[src/rtl/cpu_step_ctrl_pkg.sv]
// Shared state/phase encodings for the CPU step controller and any debug/display decode.
package cpu_step_ctrl_pkg;

    typedef enum logic [1:0] {
        ST_IDLE  = 2'd0,
        ST_STEP  = 2'd1,
        ST_RUN   = 2'd2,
        ST_BREAK = 2'd3
    } state_e;

    typedef enum logic {
        PH_ISSUE = 1'b0,
        PH_CHECK = 1'b1
    } phase_e;

endpackage

[src/rtl/cpu_step_ctrl_if.sv]
// Button/CPU-facing bundle of the step controller; master drives buttons and pc, slave is the controller.
interface cpu_step_ctrl_if
    import cpu_step_ctrl_pkg::*;
#(
    parameter int PC_WIDTH       = 16,
    parameter int STEP_CNT_WIDTH = 8
);
    logic                      step_btn;
    logic                      run_btn;
    logic                      halt_btn;
    logic                      bp_en;
    logic [PC_WIDTH-1:0]       bp_addr;
    logic [STEP_CNT_WIDTH-1:0] step_count;
    logic [PC_WIDTH-1:0]       pc;
    logic                      cpu_ce;
    state_e                    state;
    logic                      bp_hit;
    logic [STEP_CNT_WIDTH-1:0] steps_done;

    modport master (
        output step_btn, run_btn, halt_btn, bp_en, bp_addr, step_count, pc,
        input  cpu_ce, state, bp_hit, steps_done
    );

    modport slave (
        input  step_btn, run_btn, halt_btn, bp_en, bp_addr, step_count, pc,
        output cpu_ce, state, bp_hit, steps_done
    );
endinterface

[src/rtl/cpu_step_ctrl_run_tick_gen.sv]
// Free-running WIDTH-bit divider: tick is high for the one cycle the count is all-ones.
// clr zeroes the count on the next edge; no backpressure.
module run_tick_gen #(
    parameter int WIDTH = 19
) (
    input  logic clk,
    input  logic rst,
    input  logic clr,
    output logic tick
);
    localparam logic [WIDTH-1:0] CNT_ONE = 1;

    logic [WIDTH-1:0] cnt_q, cnt_d;

    always_comb begin
        cnt_d = clr ? '0 : cnt_q + CNT_ONE;
    end

    always_ff @(posedge clk) begin
        if (rst) cnt_q <= '0;
        else     cnt_q <= cnt_d;
    end

    assign tick = &cnt_q;
endmodule

[src/rtl/cpu_step_ctrl.sv]
// Generates single-cycle CPU clock enables for step/run/halt/breakpoint control of the core.
// ISSUE is the cycle cpu_ce is high; CHECK follows it, when the CPU's new pc is visible.
module cpu_step_ctrl
    import cpu_step_ctrl_pkg::*;
#(
    parameter int PC_WIDTH       = 16,
    parameter int RUN_DIV_WIDTH  = 19,
    parameter int STEP_CNT_WIDTH = 8
) (
    input  logic            clk,
    input  logic            rst,
    cpu_step_ctrl_if.slave  bus
);
    localparam logic [STEP_CNT_WIDTH-1:0] STEP_ONE = 1;

    state_e                    state_q, state_d;
    phase_e                    phase_q, phase_d;
    logic                      fresh_q, fresh_d;
    logic                      halt_pend_q, halt_pend_d;
    logic                      cpu_ce_q, cpu_ce_d;
    logic [STEP_CNT_WIDTH-1:0] remaining_q, remaining_d;
    logic [STEP_CNT_WIDTH-1:0] steps_done_q, steps_done_d;
    logic [2:0]                btn_prev_q, btn_prev_d;

    logic [2:0] btn_now, btn_edge;
    logic       step_e, run_e, halt_e;
    logic       bp_match, tick, tick_clr;
    logic       enter_step, enter_run, keep_fresh, issue;

    run_tick_gen #(.WIDTH(RUN_DIV_WIDTH)) u_tick (
        .clk  (clk),
        .rst  (rst),
        .clr  (tick_clr),
        .tick (tick)
    );

    assign btn_now  = {bus.halt_btn, bus.run_btn, bus.step_btn};
    assign btn_edge = btn_now & ~btn_prev_q;
    assign step_e   = btn_edge[0];
    assign run_e    = btn_edge[1];
    assign halt_e   = btn_edge[2];
    assign bp_match = bus.bp_en && (bus.pc == bus.bp_addr);

    always_comb begin
        state_d      = state_q;
        phase_d      = phase_q;
        fresh_d      = fresh_q;
        halt_pend_d  = halt_pend_q;
        cpu_ce_d     = 1'b0;
        remaining_d  = remaining_q;
        steps_done_d = steps_done_q;
        btn_prev_d   = btn_now;
        tick_clr     = 1'b0;
        enter_step   = 1'b0;
        enter_run    = 1'b0;
        keep_fresh   = 1'b0;
        issue        = 1'b0;

        case (state_q)
            ST_IDLE: begin
                // A halt edge in IDLE is a no-op but still masks run/step in that cycle.
                if (!halt_e) begin
                    if (run_e)       enter_run  = 1'b1;
                    else if (step_e) enter_step = 1'b1;
                end
            end
            ST_BREAK: begin
                if (halt_e)      state_d    = ST_IDLE;
                else if (run_e)  enter_run  = 1'b1;
                else if (step_e) enter_step = 1'b1;
            end
            ST_STEP, ST_RUN: begin
                if (phase_q == PH_ISSUE) begin
                    // The pulse is already out; its pc still gets compared in CHECK.
                    phase_d = PH_CHECK;
                    fresh_d = 1'b1;
                    if (halt_e) begin
                        halt_pend_d = 1'b1;
                    end else if (run_e && state_q == ST_STEP) begin
                        enter_run  = 1'b1;
                        keep_fresh = 1'b1;
                    end
                end else begin
                    fresh_d     = 1'b0;
                    halt_pend_d = 1'b0;
                    if (fresh_q && bp_match)                 state_d   = ST_BREAK;
                    else if (halt_e || halt_pend_q)          state_d   = ST_IDLE;
                    else if (run_e && state_q == ST_STEP)    enter_run = 1'b1;
                    else if (state_q == ST_STEP) begin
                        if (remaining_q == '0) state_d = ST_IDLE;
                        else                   issue   = 1'b1;
                    end
                    else if (tick)                           issue     = 1'b1;
                end
            end
        endcase

        if (enter_step || enter_run) begin
            state_d      = enter_run ? ST_RUN : ST_STEP;
            phase_d      = PH_CHECK;
            fresh_d      = keep_fresh;
            halt_pend_d  = 1'b0;
            steps_done_d = '0;
            tick_clr     = 1'b1;
        end
        if (enter_step) begin
            remaining_d = (bus.step_count == '0) ? STEP_ONE : bus.step_count;
        end

        if (issue) begin
            cpu_ce_d = 1'b1;
            phase_d  = PH_ISSUE;
            if (steps_done_q != '1) steps_done_d = steps_done_q + STEP_ONE;
            if (state_q == ST_STEP) remaining_d = remaining_q - STEP_ONE;
        end
    end

    always_ff @(posedge clk) begin
        if (rst) begin
            state_q      <= ST_IDLE;
            phase_q      <= PH_ISSUE;
            fresh_q      <= 1'b0;
            halt_pend_q  <= 1'b0;
            cpu_ce_q     <= 1'b0;
            remaining_q  <= '0;
            steps_done_q <= '0;
            btn_prev_q   <= btn_now;
        end else begin
            state_q      <= state_d;
            phase_q      <= phase_d;
            fresh_q      <= fresh_d;
            halt_pend_q  <= halt_pend_d;
            cpu_ce_q     <= cpu_ce_d;
            remaining_q  <= remaining_d;
            steps_done_q <= steps_done_d;
            btn_prev_q   <= btn_prev_d;
        end
    end

    assign bus.cpu_ce     = cpu_ce_q;
    assign bus.state      = state_q;
    assign bus.bp_hit     = (state_q == ST_BREAK);
    assign bus.steps_done = steps_done_q;
endmodule

[src/flat_wrapper.sv]
// flat-port wrapper written by rule: the top's interface ports become plain ports
module cpu_step_ctrl_flat import cpu_step_ctrl_pkg::*;
#(
    parameter int PC_WIDTH       = 16,
    parameter int RUN_DIV_WIDTH  = 19,
    parameter int STEP_CNT_WIDTH = 8
)
  (clk, rst, bus_step_btn, bus_run_btn, bus_halt_btn, bus_bp_en, bus_bp_addr, bus_step_count, bus_pc, bus_cpu_ce, bus_state, bus_bp_hit, bus_steps_done);
  cpu_step_ctrl_if #(.PC_WIDTH(PC_WIDTH), .STEP_CNT_WIDTH(STEP_CNT_WIDTH)) bus_i ();
  input  logic clk;
  input  logic rst;
  input wire logic [$bits(bus_i.step_btn)-1:0] bus_step_btn;
  input wire logic [$bits(bus_i.run_btn)-1:0] bus_run_btn;
  input wire logic [$bits(bus_i.halt_btn)-1:0] bus_halt_btn;
  input wire logic [$bits(bus_i.bp_en)-1:0] bus_bp_en;
  input wire logic [$bits(bus_i.bp_addr)-1:0] bus_bp_addr;
  input wire logic [$bits(bus_i.step_count)-1:0] bus_step_count;
  input wire logic [$bits(bus_i.pc)-1:0] bus_pc;
  output wire logic [$bits(bus_i.cpu_ce)-1:0] bus_cpu_ce;
  output wire logic [$bits(bus_i.state)-1:0] bus_state;
  output wire logic [$bits(bus_i.bp_hit)-1:0] bus_bp_hit;
  output wire logic [$bits(bus_i.steps_done)-1:0] bus_steps_done;
  assign bus_i.step_btn = bus_step_btn;
  assign bus_i.run_btn = bus_run_btn;
  assign bus_i.halt_btn = bus_halt_btn;
  assign bus_i.bp_en = bus_bp_en;
  assign bus_i.bp_addr = bus_bp_addr;
  assign bus_i.step_count = bus_step_count;
  assign bus_i.pc = bus_pc;
  assign bus_cpu_ce = bus_i.cpu_ce;
  assign bus_state = bus_i.state;
  assign bus_bp_hit = bus_i.bp_hit;
  assign bus_steps_done = bus_i.steps_done;
  cpu_step_ctrl #(.PC_WIDTH(PC_WIDTH), .RUN_DIV_WIDTH(RUN_DIV_WIDTH), .STEP_CNT_WIDTH(STEP_CNT_WIDTH)) u_core (.clk(clk), .rst(rst), .bus(bus_i));
endmodule
[config.mk]
export PLATFORM = sky130hd
export DESIGN_NAME = cpu_step_ctrl_flat
export DESIGN_NICKNAME = d
export VERILOG_FILES = /design/src/rtl/cpu_step_ctrl_pkg.sv /design/src/rtl/cpu_step_ctrl_if.sv /design/src/rtl/cpu_step_ctrl_run_tick_gen.sv /design/src/rtl/cpu_step_ctrl.sv /design/src/flat_wrapper.sv
export SDC_FILE = /design/constraint.sdc
export NUM_CORES = 1
export LEC_CHECK = 0
export ABC_AREA = 1
export CORE_ASPECT_RATIO = 0.75
export CORE_MARGIN = 4
export CORE_UTILIZATION = 30
export CTS_BUF_LIST = sky130_fd_sc_hd__clkbuf_8
export DETAILED_ROUTE_END_ITERATION = 8
export PLACE_DENSITY = 0.61
export SLEW_MARGIN = 10
export SYNTH_ARGS = -nofsm -noshare
export SYNTH_HDL_FRONTEND = slang
export SYNTH_SLANG_ARGS = --single-unit
export TNS_END_PERCENT = 30
[constraint.sdc]
create_clock -name clk -period 2.27 [get_ports clk]
set_clock_uncertainty 0.2 [all_clocks]
set_input_delay 0.454 -clock clk [delete_from_list [all_inputs] [get_ports clk]]
set_output_delay 0.454 -clock clk [all_outputs]
set_load 0.05 [all_outputs]
=== Yosys cells after proc, flatten, opt, wreduce, memory -nomap -nowiden ===
Index checks and enable logic that the tools add are counted.
Widths: inputs -> output; s select.

* Flip-flop bits (word level): 44
* Latch bits: 0
* RAM bits: 0
* Bits in read-only memories: 0
* Bits of input ports: 46
* Word-level logic and storage cells: 91
* Memories: 0

* Add/sub/neg operators: 3
* Multiply operators: 0
* Div/mod/pow operators: 0
* $lt $le $gt $ge: 0
* Eq/ne operators: 10
* Shifts and indexed selects: 0
* Mux-type cells: 48
* Bitwise logic cells: 2
* Reductions and logical operators: 19

{| class="wikitable"
|+ Operators by type and width
! kind !! count
|-
| $mux 8 || 7
|-
| $mux 1 || 30
|-
| $add 19x1->19 const B || 1
|-
| $reduce_and 19->1 || 1
|-
| $mux 2 || 9
|-
| $eq 16x16->1 || 1
|-
| $logic_not 8->1 || 2
|-
| $ne 5x1->1 const B || 2
|-
| $reduce_or 2->1 || 5
|-
| $add 8x1->8 const B || 1
|-
| $ne 8x8->1 const B || 1
|-
| $sub 8x1->8 const B || 1
|-
| $ne 3x1->1 const B || 2
|-
| $reduce_and 6->1 || 1
|-
| $ne 5x5->1 const B || 1
|-
| $eq 2x2->1 const B || 2
|-
| $pmux 2 s2 || 1
|-
| $reduce_bool 2->1 || 2
|-
| $and 3x3->3 || 1
|-
| $logic_and 1x1->1 || 3
|-
| $not 3->3 || 1
|-
| $reduce_bool 3->1 || 1
|-
| $eq 2x1->1 const B || 1
|-
| $logic_not 2->1 || 1
|-
| other kinds (3) || 4
|}

=== Depth between registers and ports, before layout ===
* Depth after elaboration: 12
* Depth in mapped cells: 15
* Mapped depth without buffers: 15

=== Cells and area by module ===
Synthesis repeated with hierarchy kept, for this count alone.

* Cells, all modules: 455
* Area total of the unflattened synthesis: 2879.0 sq um

{| class="wikitable"
|+ By module, submodules not included
! module !! times used !! cells each !! area an instance (sq um)
|-
| cpu_step_ctrl || 1 || 321 || 1934.4
|-
| run_tick_gen || 1 || 134 || 944.7
|}

=== Least setup slack after synthesis ===
Ideal clock, no wire load.

* Path kind: register -> register
* Start point: reg u_core.state_q[1], in the netlist u_core.bus.state[1]
* End point: reg u_core.state_q[0], in the netlist u_core.bus.state[0]
* Library setup time: 115 ps
* Arrival time: 2142 ps
* Required time: 1955 ps
* Slack: -186 ps
* Stages on the path, launching flop included: 14
* Period minus slack after synthesis: 2456 ps
* Path through: dfxtp_1 inv_1 ha_1 inv_1 nor2_1 inv_2 nor3_1 a21oi_2 nand3_1 nor2_1 nor2_1 nand2_1 nand2_1 nor2_1

* Word-level cells in the longest chain between the ends: 10
* Elaborated cells on any way between the ends: 25
* Those cells by class: eq/ne: 8; mux: 10; reduce/logical: 7

{| class="wikitable"
|+ RTL lines
! element !! RTL line !! source
|-
| from (decl) || cpu_step_ctrl.sv:16 || <nowiki>state_e state_q, state_d;</nowiki>
|-
| from (signal assigned) || cpu_step_ctrl.sv:129 || <nowiki>state_q <= state_d;</nowiki>
|-
| $eq 2x1->1 || - ||
|-
| $logic_and 1x1->1 || cpu_step_ctrl.sv:79, cpu_step_ctrl.sv:88 ||
|-
| $mux 1 || cpu_step_ctrl.sv:79, cpu_step_ctrl.sv:88 ||
|-
| $mux 1 || cpu_step_ctrl.sv:87 || <nowiki>else if (halt_e || halt_pend_q) state_d = ST_IDLE;</nowiki>
|-
| $mux 1 || cpu_step_ctrl.sv:86 || <nowiki>if (fresh_q && bp_match) state_d = ST_BREAK;</nowiki>
|-
| $mux 1 || cpu_step_ctrl.sv:73 || <nowiki>if (phase_q == PH_ISSUE) begin</nowiki>
|-
| $pmux 1 s2 || cpu_step_ctrl.sv:59 || <nowiki>case (state_q)</nowiki>
|-
| $logic_or 1x1->1 || cpu_step_ctrl.sv:98 || <nowiki>if (enter_step || enter_run) begin</nowiki>
|-
| $ne 5x1->1 (no source line), or another cell as far along || - ||
|-
| $reduce_and 6->1 (no source line) || - ||
|}

Several ways; a longest one is shown, not always the timed one.
A chain may end at the register's enable or synchronous reset.

=== Worst setup path in the final report ===
* Start point: reg u_core.state_q[0], in the netlist u_core.bus.state[0]
* End point: out bus_state[0]

{| class="wikitable"
|+ RTL lines
! element !! RTL line !! source
|-
| to (decl) || flat_wrapper.sv:20 || <nowiki>output wire logic [$bits(bus_i.state)-1:0] bus_state;</nowiki>
|}

No word-level cell between the ends.

==> summary.txt <==
Outcome
  – Outcome: finished clean

Yosys
  – Post-Syn Area: 0.00281 sq mm
  – Post-Synthesis Cells: ~430
  – Mapped Avg Cell Area: 6.51 sq um
  – Cell with the most instances after synthesis: nand2_1
  – Ys flop type: dfxtp_1
  – Top cells by area, synth: dfxtp_1, nand2_1, inv_1
  – Post-synth top area share: 31.4%
  – Post-synth EDFFs: 0
  – Ys Warns: 0
  – Leading area contributor after synthesis: dfxtp_1
  – Yosys cell types: 33
  – Ys async rst share: 0%
  – Post-Syn Nets: 484
  – Post-synthesis sequential area ratio: 31.4%
  – Top post-synthesis cells by count: nand2_1, inv_1, nor2_1, dfxtp_1, o21ai_0
  – Synth Register Bits: 44

Die
  – Die width: 120 um
  – # rows: 30
  – I/O pins: 58
  – Die height: between 90 and 100 um
  – Initial Util: 30.9%
  – Die ar.: 0.0110 sq mm
  – Core ar.: 0.00908 sq mm

Cells and area
  – Area Overhead vs Synth: 44.6%
  – Area of the multi-input gates: 0.00171 sq mm
  – Fill cells: 952
  – Final Instance Area: 0.00406 sq mm
  – Layout cells sized above 1: 19.1%
  – FF/Latch Area: 883 sq um
  – Ant diodes: 0
  – Nets: a little under 600

Power and ir drop
  – Worst vdd ir: 407 uV
  – Power Density: 635 mW/mm^2
  – Total Power: 2.58 mW
  – Leak: ~2 nW

Global routing
  – Global-route wire length before repair: ~12 mm
  – Largest net degree at the start of global routing: 14
  – Antenna violations before repair: 0
  – Number of global-route vias before repair: ~2,600
  – Total congestion overflow: 0
  – Overall Global Routing Usage: 12.6%

Timing
  – Setup TNS: 0 ps
  – Final worst slack: 60.2 ps
  – Hold Slack: 246 ps
  – Period utilization: 97.3%
  – Final min period: approximately 2200 ps
  – Slew Limit Fails: 0
  – Final Hold Viols: 0
  – Fmax: 453 MHz
  – Worst Tran Pin Value: 504 ps
  – Worst slew margin: 66.3%
  – # setup viols final: 0

Route
  – Antenna Nets Post-Route: 0
  – Routed vias: 2,877
  – DR iter-0 viols: 96
  – Residual DRC: 0
  – DR pass1 iterations: 5
  – Routed wire per std cell: 10.6 um
  – Total Wirelength: 6.96 mm
  – Vias per cell: ~4.4

Setup path
  – Crit path largest cell delay: around 800 ps
  – RR Endpoint: u_core.bus.steps_done[5]$_SDFF_PP0_
  – Crit path launch type: flop
  – Critical Path Stages: 2
  – Crit path to: bus_state[0]
  – Crit path launch: u_core.bus.state[0]$_SDFFE_PP0P_
  – R2R cell count: 11
  – Critical Path Fanout Max: 4
  – FF-to-FF Start: u_core.bus.state[1]$_SDFFE_PP0P_
  – WS Path Type: flop to output pin
  – Worst-path cell chain: buf_4 -> clkdlybuf4s50_1
  – CP required: 1620 ps
  – WP data arrival: 1560 ps
  – Crit path buffers/inverters: 2
  – R2r setup slk: 100 ps
  – Worst path slowest cell: clkdlybuf4s50_1
  – CP Capture Type: output pin
  – Delay-heaviest family, CP: buffers and inverters

Clock network
  – CTS root buf: clkbuf_8
  – CTS tree: yes
  – H-tree depth: 2
  – Max Buffers Root-to-Sink: 2
  – Worst-Skew Late Latency: roughly 300 ps
  – Cts bufs inserted: 5
  – CTS Sinks: 44
  – Clock-pin slew on the worst setup and hold paths: 80 ps
  – Hold Buf Count CTS: 0

Hold path
  – Worst hold path cell count: 1
  – Hold Crit Class: flop to flop

Job
  – MaxCap Viol Count: 0

Placed design
  – GP Congestion: 0.848
  – Area of placed instances: 0.00377 sq mm
  – Dpl ws: -294 ps
  – Post-DP HPWL: 5.52 mm
  – Port Buffers: 57
[kinds of logic (layout without fill, tap and decap cells)]
| family | count (synthesis) | in the layout | synth area share, % |
|---|---|---|---|
| flip-flops | 44 | 44 | 31.4 |
| buffers and inverters | 77 | 174 | 10.7 |
| adder cells (fa/ha/maj) | 7 | 7 | 3.12 |
| AO/OA/AOI/OAI | 41 | 41 | 7.80 |
| XOR/XNOR | 19 | 19 | 5.93 |
| AND/OR/NAND/NOR | 243 | 243 | 41.1 |
[flip-flops by register name, summed over array words and instances, names as in the netlist]
| name | cells |
|---|---|
| u_core.btn_prev_q | 3 |
| u_core.fresh_q | 1 |
| u_core.halt_pend_q | 1 |
| u_core.phase_q | 1 |
| u_core.u_tick.cnt_q | 19 |
| u_core.bus.steps_done | 8 |
| u_core.remaining_q | 8 |
| u_core.bus.cpu_ce | 1 |
| u_core.bus.state | 2 |
[where the power goes]
part / internal, mW / switching [mW]
Clock: 0.323 / 0.276
Combinational: 0.493 / 0.617
Sequential: 0.833 / 0.0351
[cell type report]
cell class              instances  area share (%)
clock buffers                   5            1.69
clock inverters                 3           0.955
inverters                      73            6.75
multi-input cells             310            42.2
flip-flops and latches         44            21.8
well taps                     128            3.94
repair buffers                 93            22.7
[timing repair]
item,in CTS,in global routing
endpoints found under the setup margin,0,37
buffers inserted,0,4
resized for setup,0,54
[how the worst min path moves through the flow]
stage | start | endpoint
3_3_place_gp | u_core.u_tick.cnt_q[0]$_SDFF_PP0_ | u_core.u_tick.cnt_q[0]$_SDFF_PP0_
2_1_floorplan | u_core.u_tick.cnt_q[0]$_SDFF_PP0_ | u_core.u_tick.cnt_q[0]$_SDFF_PP0_
3_5_place_dp | u_core.u_tick.cnt_q[0]$_SDFF_PP0_ | u_core.u_tick.cnt_q[0]$_SDFF_PP0_
5_1_grt | u_core.u_tick.cnt_q[0]$_SDFF_PP0_ | u_core.u_tick.cnt_q[0]$_SDFF_PP0_
4_1_cts | u_core.u_tick.cnt_q[0]$_SDFF_PP0_ | u_core.u_tick.cnt_q[0]$_SDFF_PP0_
6_report | u_core.u_tick.cnt_q[0]$_SDFF_PP0_ | u_core.u_tick.cnt_q[0]$_SDFF_PP0_
[placed cells by master, fill, tap and decap left out, drive strengths merged, types with 7 or more instances in the layout]
master / n
a21oi: 12
inv: 74
xor2: 11
nor2: 74
nor3: 11
dlymetal6s2s: 25
o21ai: 27
dfxtp: 44
nand2: 112
clkdlybuf4s50: 29
nand3: 17
ha: 7
buf: 39
nand4: 14
xnor2: 8
[per-stage QoR]
step / util [%] / std cells
5_1_grt: 44.7 / 656
3_5_place_dp: 41.5 / 644
2_1_floorplan: - / 431
3_3_place_gp: 41.5 / 644
6_report: 44.7 / 656
4_1_cts: 42.7 / 652
[routing by layer]
layer	up-vias	share of wire, %	track usage [%]
met3	9	3.7	2.22
met1	1273	53	18.4
li1	1537	-	-
met2	58	42	18.9
met4	0	1.3	3.43
met5	-	0	0
No activity file was read; power rests on OpenSTA's default activity.
